<file path="config.mk">
export PLATFORM = sky130hd
export DESIGN_NAME = simon_enc_rounds
export DESIGN_NICKNAME = d
export VERILOG_FILES = /design/src/rtl/simon_pkg.sv /design/src/rtl/simon_round.sv /design/src/rtl/simon_enc_rounds.sv
export SDC_FILE = /design/constraint.sdc
export NUM_CORES = 1
export LEC_CHECK = 0
export ABC_AREA = 0
export CAP_MARGIN = 20
export CORE_AREA = 5 5 303 305
export DETAILED_ROUTE_END_ITERATION = 12
export DIE_AREA = 0 0 308 310
export PLACE_DENSITY = 0.4
export SLEW_MARGIN = 20
export SYNTH_ARGS = -nofsm -noshare
export SYNTH_HDL_FRONTEND = slang
export SYNTH_SLANG_ARGS = --single-unit
export TNS_END_PERCENT = 100
</file>
<file path="constraint.sdc">
create_clock -name clk -period 2.4 [get_ports clk]
set_input_delay 0.48 -clock clk [delete_from_list [all_inputs] [get_ports clk]]
set_output_delay 0.48 -clock clk [all_outputs]
set_load 0.005 [all_outputs]
</file>
<file path="src/rtl/simon_pkg.sv">
// Shared Simon definitions: bus width, encryptor FSM states and width-generic
// rotate / round-function helpers (operands carried in 64 bits, masked to w).
package simon_pkg;

    localparam int SIMON_BUS_W = 256;

    typedef enum logic [1:0] {
        IDLE = 2'd0,
        RUN  = 2'd1,
        DONE = 2'd2
    } simon_enc_state_t;

    function automatic logic [63:0] simon_mask(input int unsigned w);
        return (w >= 64) ? '1 : ((64'd1 << w) - 64'd1);
    endfunction

    function automatic logic [63:0] simon_rotl(input logic [63:0] x,
                                               input int unsigned r,
                                               input int unsigned w);
        logic [63:0] xm;
        xm = x & simon_mask(w);
        return ((xm << r) | (xm >> (w - r))) & simon_mask(w);
    endfunction

    function automatic logic [63:0] simon_f(input logic [63:0] x,
                                            input int unsigned w);
        return (simon_rotl(x, 1, w) & simon_rotl(x, 8, w)) ^ simon_rotl(x, 2, w);
    endfunction

endpackage

</file>
<file path="src/rtl/simon_round.sv">
// One combinational Simon Feistel round: x' = y ^ f(x) ^ k, y' = x.
module simon_round
    import simon_pkg::*;
#(
    parameter int WORD_W = 32
) (
    input  logic [WORD_W-1:0] x,
    input  logic [WORD_W-1:0] y,
    input  logic [WORD_W-1:0] k,
    output logic [WORD_W-1:0] x_next,
    output logic [WORD_W-1:0] y_next
);

    logic [WORD_W-1:0] f;

    assign f      = WORD_W'(simon_f(64'(x), WORD_W));
    assign x_next = y ^ f ^ k;
    assign y_next = x;

endmodule

</file>
<file path="src/rtl/simon_enc_rounds.sv">
// Iterative Simon encryptor: one plaintext block in flight, one round per
// accepted subkey beat, ciphertext held on a valid/ready port until taken.
module simon_enc_rounds
    import simon_pkg::*;
#(
    parameter int WORD_W     = 32,
    parameter int NUM_ROUNDS = 44
) (
    input  logic                   clk,
    input  logic                   rst,
    input  logic [SIMON_BUS_W-1:0] pt_in,
    input  logic                   pt_in_vld,
    output logic                   pt_in_rdy,
    input  logic [SIMON_BUS_W-1:0] subkey_in,
    input  logic                   subkey_in_vld,
    output logic                   subkey_in_rdy,
    output logic [SIMON_BUS_W-1:0] ct_out,
    output logic                   ct_out_vld,
    input  logic                   ct_out_rdy,
    output logic                   busy
);

    localparam int CNT_W = $clog2(NUM_ROUNDS);
    localparam logic [CNT_W-1:0] LAST_RND = CNT_W'(NUM_ROUNDS - 1);

    simon_enc_state_t  state_reg;
    logic [WORD_W-1:0] x_reg;
    logic [WORD_W-1:0] y_reg;
    logic [CNT_W-1:0]  rnd_cnt_reg;
    logic [WORD_W-1:0] x_next;
    logic [WORD_W-1:0] y_next;
    logic              unused_bits;

    simon_round #(
        .WORD_W (WORD_W)
    ) u_round (
        .x      (x_reg),
        .y      (y_reg),
        .k      (subkey_in[WORD_W-1:0]),
        .x_next (x_next),
        .y_next (y_next)
    );

    // Handshake outputs are pure state decodes, so no valid/ready input can
    // reach them combinationally.
    assign pt_in_rdy     = (state_reg == IDLE);
    assign subkey_in_rdy = (state_reg == RUN);
    assign ct_out_vld    = (state_reg == DONE);
    assign busy          = (state_reg != IDLE);
    assign ct_out        = (state_reg == DONE)
                         ? {{(SIMON_BUS_W - 2*WORD_W){1'b0}}, x_reg, y_reg}
                         : '0;

    assign unused_bits = ^{pt_in[SIMON_BUS_W-1:2*WORD_W], subkey_in[SIMON_BUS_W-1:WORD_W]};

    always_ff @(posedge clk) begin
        if (rst) begin
            state_reg   <= IDLE;
            x_reg       <= '0;
            y_reg       <= '0;
            rnd_cnt_reg <= '0;
        end else begin
            case (state_reg)
                IDLE: begin
                    if (pt_in_vld) begin
                        x_reg       <= pt_in[2*WORD_W-1:WORD_W];
                        y_reg       <= pt_in[WORD_W-1:0];
                        rnd_cnt_reg <= '0;
                        state_reg   <= RUN;
                    end
                end
                RUN: begin
                    if (subkey_in_vld) begin
                        x_reg <= x_next;
                        y_reg <= y_next;
                        // The counter parks on the last index instead of wrapping.
                        if (rnd_cnt_reg == LAST_RND) begin
                            state_reg <= DONE;
                        end else begin
                            rnd_cnt_reg <= rnd_cnt_reg + CNT_W'(1);
                        end
                    end
                end
                DONE: begin
                    if (ct_out_rdy) begin
                        state_reg <= IDLE;
                    end
                end
                default: state_reg <= IDLE;
            endcase
        end
    end

endmodule
</file>
; Word level (Yosys, flattened, before mapping)
; Cells that the tools add are included.
[op_classes]
n_addsub = 1
n_eq_ne = 8
muxes = 16
bitwise = 7
reduce_logical = 6
[op_table]
columns = operator, n
row1 = $mux W32, 4
row2 = $pmux W32 S2, 2
row3 = $xor A32 B32 Y32, 3
row4 = $mux W64, 1
row5 = $and A32 B32 Y32, 1
row6 = $or A32 B1 Y32, 1
row7 = $or A32 B2 Y32, 1
row8 = $or A32 B8 Y32, 1
row9 = $mux W6, 3
row10 = $pmux W6 S2, 1
row11 = $mux W2, 4
row12 = $reduce_and A4 Y1, 2
row13 = $add A6 B1 Y6 const B, 1
row14 = $eq A6 B6 Y1 const B, 1
row15 = $ne A2 B2 Y1 const B, 3
row16 = $pmux W2 S3, 1
row17 = $ne A2 B1 Y1 const B, 2
row18 = $reduce_bool A2 Y1, 2
row19 = $reduce_and A3 Y1, 1
row20 = $eq A2 B1 Y1 const B, 1
row21 = $eq A2 B2 Y1 const B, 1
row22 = $logic_not A2 Y1, 1
[word_totals]
ff_bits = 72
input_bits = 517
out_inout_bits = 260
word_cells = 42

; Depth between registers and ports, before layout
; Gate-level depths: netlist of run 1.
[depth]
word_depth = 7
depth_mapped = 7

; Hierarchy
; Synthesis of run 1 repeated with hierarchy kept, for this count alone.
[unflattened]
cells_unflattened = 802
hier_area_um2 = 6427.4
[by_module_without_submodules]
columns = module, n_inst, cells_each, area_each_um2
row1 = simon_enc_rounds, 1, 674, 5066.1
row2 = simon_round, 1, 128, 1361.3

; Worst setup path before layout of run 1
; No wires, ideal clock.
[synth_path]
path_type = flip-flop to output port
from = register state_reg[1]
to = output ct_out[14]
arrival_time_ns = 1.144
required_ns = 1.920
path_slack_ns = 0.776
stages_incl_launch_ff = 6
path_buffers = 2
path_cell_list = dfxtp_1 inv_2 nor2_1 buf_2 clkbuf_1 and2_1
[synth_between]
elab_chain_len = 2
[synth_rtl]
columns = element, line_no
row1 = from (decl), simon_enc_rounds.sv:26  ; simon_enc_state_t state_reg;
row2 = from (signal assigned), simon_enc_rounds.sv:58  ; state_reg <= IDLE;
row3 = from (signal assigned), simon_enc_rounds.sv:69  ; state_reg <= RUN;
row4 = from (signal assigned), simon_enc_rounds.sv:78  ; state_reg <= DONE;
row5 = $eq A2 B2 Y1, simon_enc_rounds.sv:50  ; assign ct_out = (state_reg == DONE)
row6 = $mux W64, simon_enc_rounds.sv:51  ; ? {{(SIMON_BUS_W - 2*WORD_W){1'b0}}, x_reg, y_reg}
row7 = to (decl), simon_enc_rounds.sv:17  ; output logic [SIMON_BUS_W-1:0] ct_out,
; No other way between the ends.

; Worst setup path after layout of run 1
[layout_path]
from = register state_reg[1]
to = output ct_out[23]
; Same word-level chain as after synthesis.

==> summary.txt, run 1 <==
Status: complete, no violations
Initial antenna violation count: 7
Critical Path AT: 1.83 ns
Final RePlAce weighted congestion: 0.6850
Final hold viol count: 0
Average size of a mapped cell: 8.014 µm²
CTS tree: done
First-pass DRT Iterations: 6
RSZ-0062 raised after global routing: true
Pwr Density: 452.1 mW/mm²
Nets: 1,479
CP Max Fanout: 9
Peak Freq: 433.4 MHz
Die area: 0.09548 mm²
Worst setup SP type: register
CTS Buf Count: 9
Pins Over Slew Limit: 0
Post-synth EDFFs: 0
Detailed router's first-iteration violation count: 203
# port buffers: 168
Yosys warns: 0
# Max-Cap Violations: 0
Clock root buffer: clkbuf_16
Flops & latches, synth: 72
Gr ovfl total: 0
Remaining DRCs: 0
Worst skew pair latency: 0.38 ns
Rel. slew slack: 37.12%
Hold path cells: 2
Clk sinks: 72
Die height: 310 µm
Vias in the first global route: 5,234
Routed vias: 5,296
TNS Setup: 0 ns
Die width: 308 µm
Reg-to-reg slack, setup: 0.44 ns
First-pass GRT wire length: 41,990 µm
Antenna Nets Post-Route: 0
Drt via density: 2.471
Final period util: 96.15%
Largest net degree at the start of global routing: 67
Worst R2R Path Depth: 6
Core ar.: 0.08905 mm²
Area delta synth->final: 51.18%
Hold endpoint: rnd_cnt_reg[1]
Fill count: 10,291
Final design utilization: 10.50%
Min-delay worst type: reg -> reg
R2r endpoint: y_reg[28]
Worst endpoint required time: 1.92 ns
Hold Startpoint: rnd_cnt_reg[1]
H-Tree Depth: 3
Fin crit period: 2.308 ns
Worst vdd ir: 0.0003323 V
Clock skew: 0.01129 ns
Primary FF master, synth: dfxtp_1
Share of post-route cells with drive strength above 1: 8.799%
Max Buffers Root-to-Sink: 2
Routed wire length per instance: 14.81 µm
Row cnt: 110
Num ports: 777
Syn Inst Count: 772
Critical path class: reg -> out
Syn Std Cell Area: 0.006187 mm²
Ys async rst share: 0%
Slew of the pin with the lowest slew margin: 0.9431 ns
Reg clk slew, reported paths: 0.07 ns
Final Setup Violations: 0
Critical Path Sink Type: output pin
Starting Density: 6.948%
GR Util All Layers: 6.350%
RR Startpoint: state_reg[1]
Final wirelength: 31,740 µm
Distinct cell type count after synthesis: 39
Leak: 0.004515 µW
DP HPWL: 25,310 µm
Register area share after synthesis: 23.30%
[what timing repair did]
item	4_1_cts	5_1_grt
endpoints found under the setup margin	37	35
hold buffers	0	0
buffers inserted	3	1
cloned	1	0
gates resized for setup	28	32
[cells in the mapped netlist, types with 2 or more instances]
| cell type | n | area (µm²) |
|---|---|---|
| o21ai_0 | 3 | 15.01 |
| or3_1 | 2 | 12.51 |
| clkbuf_1 | 18 | 67.56 |
| buf_4 | 196 | 1471 |
| xnor3_1 | 32 | 720.7 |
| o31ai_1 | 32 | 240.2 |
| a311oi_1 | 32 | 280.3 |
| xnor2_1 | 2 | 17.52 |
| nand2_1 | 132 | 495.5 |
| xor2_1 | 32 | 280.3 |
| inv_1 | 2 | 7.510 |
| dfxtp_1 | 72 | 1441 |
| a21oi_1 | 37 | 185.2 |
| nand3_1 | 3 | 15.01 |
| buf_2 | 21 | 105.1 |
| nor2_1 | 69 | 259.0 |
| and2_1 | 65 | 406.6 |
[power by group]
part           internal, µW  switching (µW)
Combinational           589             655
Clock                   830             733
Sequential             1310             115
Total                  2730            1500
[area by class of cell]
type                       count  area, µm²  area share [%]
tap                         1176       1471           15.73
clock buffer                   9      225.2           2.408
clock inverter                 7      85.08          0.9096
sequential                    72       1443           15.42
multi-input combinational    651       3825           40.89
inverter                       4      15.01          0.1605
antenna                        1      2.502         0.02675
timing repair buffer         223       2287           24.45
[critical path, stage by stage, from the launching register on]
cell             delay (ns)
dfxtp_2                0.33
inv_2                  0.05
nor2_4                 0.13
buf_12                 0.16
buf_4                  0.14
and2_4                 0.14
clkdlybuf4s50_1        0.49
[cell usage in the layout, fill, tap and decap left out, types with 3 or more instances in the layout]
master	n
buf_12	10
and2_1	64
nand3_1	3
dlygate4sd2_1	23
nand2_1	131
xnor3_1	32
clkdlybuf4s50_1	113
a311oi_1	32
dlymetal6s2s_1	29
o31ai_1	32
dfxtp_1	71
xor2_1	32
nor2_1	68
conb_1	192
clkbuf_16	9
buf_6	3
buf_4	42
o21ai_0	3
a21oi_1	37
[cells by family after synthesis]
| family | count (synthesis) | synth area share (%) |
|---|---|---|
| muxes | 2 | 0.4044 |
| other | 1 | 0.06061 |
| DFF | 72 | 23.30 |
| and+or+nand+nor | 283 | 20.53 |
| xor gates and xnor gates | 66 | 16.46 |
| adders and majority gates | 1 | 0.2022 |
| buffers and inverters | 240 | 27.00 |
| AOI/OAI and AO/OA | 107 | 12.05 |
[layer usage]
layer	vias to the layer above	part of all wire (%)	wire [µm]	GRT usage (%)
li1	2541	-	-	-
met1	2477	49	15510	9.265
met2	261	41	13110	9.211
met3	13	9.2	2925	2.260
met4	4	0.52	165	0.8162
met5	-	0.085	27	0
[stage by stage]
step / area (µm²) / cells / setup WS [ns] / power [µW] / hold WS [ns]
after floorplan: 6904 / 963 / 0.7758 / 2310 / 0.4668
after global placement: 8925 / 2121 / 0.2245 / 2736 / 0.4896
after detailed placement: 8925 / 2121 / 0.1922 / 2735 / 0.4880
after CTS: 9271 / 2141 / -0.07234 / 4378 / 0.4993
after global routing: 9351 / 2142 / -0.01277 / 4531 / 0.5333
final: 9354 / 2143 / 0.09247 / 4229 / 0.5022
[worst max path at each step]
| stage | start | end | cells after the start |
|---|---|---|---|
| global placement | subkey_in_vld | x_reg[31] | 6 |
| detailed placement | pt_in_vld | y_reg[3] | 6 |
| global route | state_reg[1] | ct_out[23] | 6 |
| CTS | state_reg[1] | ct_out[9] | 6 |
| finish | state_reg[1] | ct_out[23] | 6 |
| floorplan | state_reg[1] | ct_out[14] | 5 |
(Power assumes the default switching activity.)
==> inputs of run 2 (changes only) <==
- CELL_PAD_IN_SITES_DETAIL_PLACEMENT: default -> 2
- CELL_PAD_IN_SITES_GLOBAL_PLACEMENT: default -> 2
- PLACE_DENSITY: 0.4 -> 0.64
==> run 2 against run 1 <==
  * Via count rose by 3.9%
  * First-iteration DRC count fell by 19%
  * Sequential share of layout area barely moved
  * Count of clock-buffer cells in the layout rose by 1
  * Clock skew rose by 0.0042 ns
  * Global-route usage rose by 0.47 points
  * Sequential power barely moved
  * Die area did not move
  * Clock power rose by 3%
  * Power rose by 2.0%
  * Final cell count fell by 0.23%
  * Largest cell class unchanged
  * Highest routed layer unchanged
==> summary.txt, run 2 (synthesized netlist as in run 1, its figures left out) <==
Status: complete, no violations
Worst endpoint required time: 1.92 ns (about the same)
Leak: 0.004694 µW (+4.0%)
GR Util All Layers: 6.820% (+0.47 points)
Nets: 1,469 (-0.68%)
Register share of total power: 33.1% (-0.5 points)
Final wirelength: 33,980 µm (+7.1%)
Commonest cells after routing, fill and taps aside: 192 x conb_1, 131 x nand2_1, 103 x clkdlybuf4s50_1
Final hold viol count: 0 (unchanged)
Clock skew: 0.01545 ns (+0.004159 ns)
Post-route setup slack: 0.06011 ns (-0.03236 ns)
Pwr Density: 462.4 mW/mm² (+2.3%)
CTS tree: done
H-Tree Depth: 3 (unchanged)
Share of post-route cells with drive strength above 1: 8.054% (-0.74 points)
Fin crit period: 2.340 ns (+0.03236 ns)
Core ar.: 0.08905 mm² (unchanged)
Worst setup SP type: register
# port buffers: 168 (unchanged)
Sw Pwr: 1483 µW (-1.3%)
Clock root buffer: clkbuf_16
Final period util: 97.50% (+1.3 points)
Largest net degree at the start of global routing: 66 (-1.5%)
Initial antenna violation count: 8 (+1)
Die width: 308 µm (unchanged)
TNS Setup: 0 ns (unchanged)
Min-delay worst type: reg -> reg
Comb power frac: 29.5% (about the same)
Final RePlAce weighted congestion: 0.7266 (+6.1%)
Non-Filler Instances: 2,138 (-0.23%)
Remaining DRCs: 0 (unchanged)
Worst skew pair latency: 0.38 ns (about the same)
# Max-Cap Violations: 0 (unchanged)
Hold Startpoint: y_reg[11]
Commonest non-fill, non-tap cell in the layout: conb_1
Gr ovfl total: 0 (unchanged)
Antenna Nets Post-Route: 0 (unchanged)
Starting Density: 6.948% (unchanged)
Slew of the pin with the lowest slew margin: 0.9947 ns (+0.05153 ns)
Pins Over Slew Limit: 0 (unchanged)
Routed vias: 5,502 (+3.9%)
Dpl ws: 0.1458 ns (-0.04638 ns)
Die area: 0.09548 mm² (unchanged)
Num ports: 777 (unchanged)
Reg clk slew, reported paths: 0.06 ns (about the same)
Critical Path Sink Type: output pin
Die height: 310 µm (unchanged)
# hold bufs at CTS: 0 (unchanged)
Detailed router's first-iteration violation count: 165 (-19%)
# placed instances: 2,113 (-0.38%)
Area delta synth->final: 50.74%
Worst setup path startpoint: state_reg[1]
Final Setup Violations: 0 (unchanged)
Row cnt: 110 (unchanged)
Worst vdd ir: 0.0003436 V (+3.4%)
DP HPWL: 27,180 µm (+7.4%)
Critical path class: reg -> out
Vias in the first global route: 6,262 (+20%)
Sw Ratio: 34.38% (-1.2 points)
RR Startpoint: state_reg[0]
Rel. slew slack: 33.69% (-3.4 points)
First-pass GRT wire length: 46,220 µm (+10%)
Pwr Total: 4313 µW (+2.0%)
Clk sinks: 72 (unchanged)
Critical Path AT: 1.86 ns (+0.03 ns)
CTS Buf Count: 9 (unchanged)
Internal power: 2830 µW (+3.8%)
Routed wire length per instance: 15.89 µm (+7.3%)
Peak Freq: 427.4 MHz (-1.4%)
Max Buffers Root-to-Sink: 2 (unchanged)
First-pass DRT Iterations: 4 (-2)
CP Max Fanout: 17 (+8)
RSZ-0062 raised after global routing: true
Clock power frac: 37.4% (+0.5 points)
Drt via density: 2.573 (+4.1%)
[run 2: power by group through the flow]
stage                     clock network [µW]  logic (µW)  registers [µW]
after floorplan                            0         883            1430
after global placement                     0        1270            1450
after detailed placement                   0        1300            1460
after CTS                               1700        1310            1430
after global routing                    1750        1400            1440
final                                   1610        1270            1430
[run 2: cell type report]
cell class                      count  area [µm²]
Fill cell                       10552       79720
Clock buffer                       10       239.0
Tap cell                         1176        1471
Clock inverter                      6       90.09
Multi-Input combinational cell    651        3834
Timing Repair Buffer              213        2217
Inverter                            4       17.52
Sequential cell                    72        1443
Antenna cell                        6       15.01
[run 2: routing by layer]
layer / vias to the layer above / part of all wire, % / wire length (µm) / GRT usage [%]
met5: - / 0.11 / 37 / 0
met4: 6 / 0.88 / 298 / 1.318
met3: 20 / 6.2 / 2115 / 2.015
met2: 225 / 46 / 15610 / 11.01
met1: 2725 / 47 / 15920 / 9.132
li1: 2526 / - / - / -
[run 2: repair_timing]
item / CTS / global route
gates resized for setup: 34 / 44
gates cloned: 1 / 0
pin swaps: 1 / 0
endpoints found under the setup margin: 64 / 41
buffers inserted: 1 / 1
[run 2: worst paths after layout]
check,endpoint,cells after the start,slack (ns)
setup / recovery,ct_out[5],6,0.06
hold / removal,y_reg[11],2,0.53
setup reg to reg,y_reg[13],6,0.37
hold reg to reg,y_reg[11],2,0.53
[run 2: critical path, cell delays in order, from the launching register on]
cell and delay, ns:
dfxtp_2 0.35, inv_4 0.06, nor2_4 0.12, buf_12 0.14, buf_12 0.14, and2_1 0.15
clkdlybuf4s50_1 0.52
[run 2: through the flow]
step	hold WS, ns	cell area, µm²	utilization [%]
6_report	0.5279	9326	10.47
5_1_grt	0.5467	9314	10.46
4_1_cts	0.5262	9186	10.32
3_5_place_dp	0.5173	8806	9.889
3_3_place_gp	0.4832	8806	9.889
2_1_floorplan	0.4668	6904	-
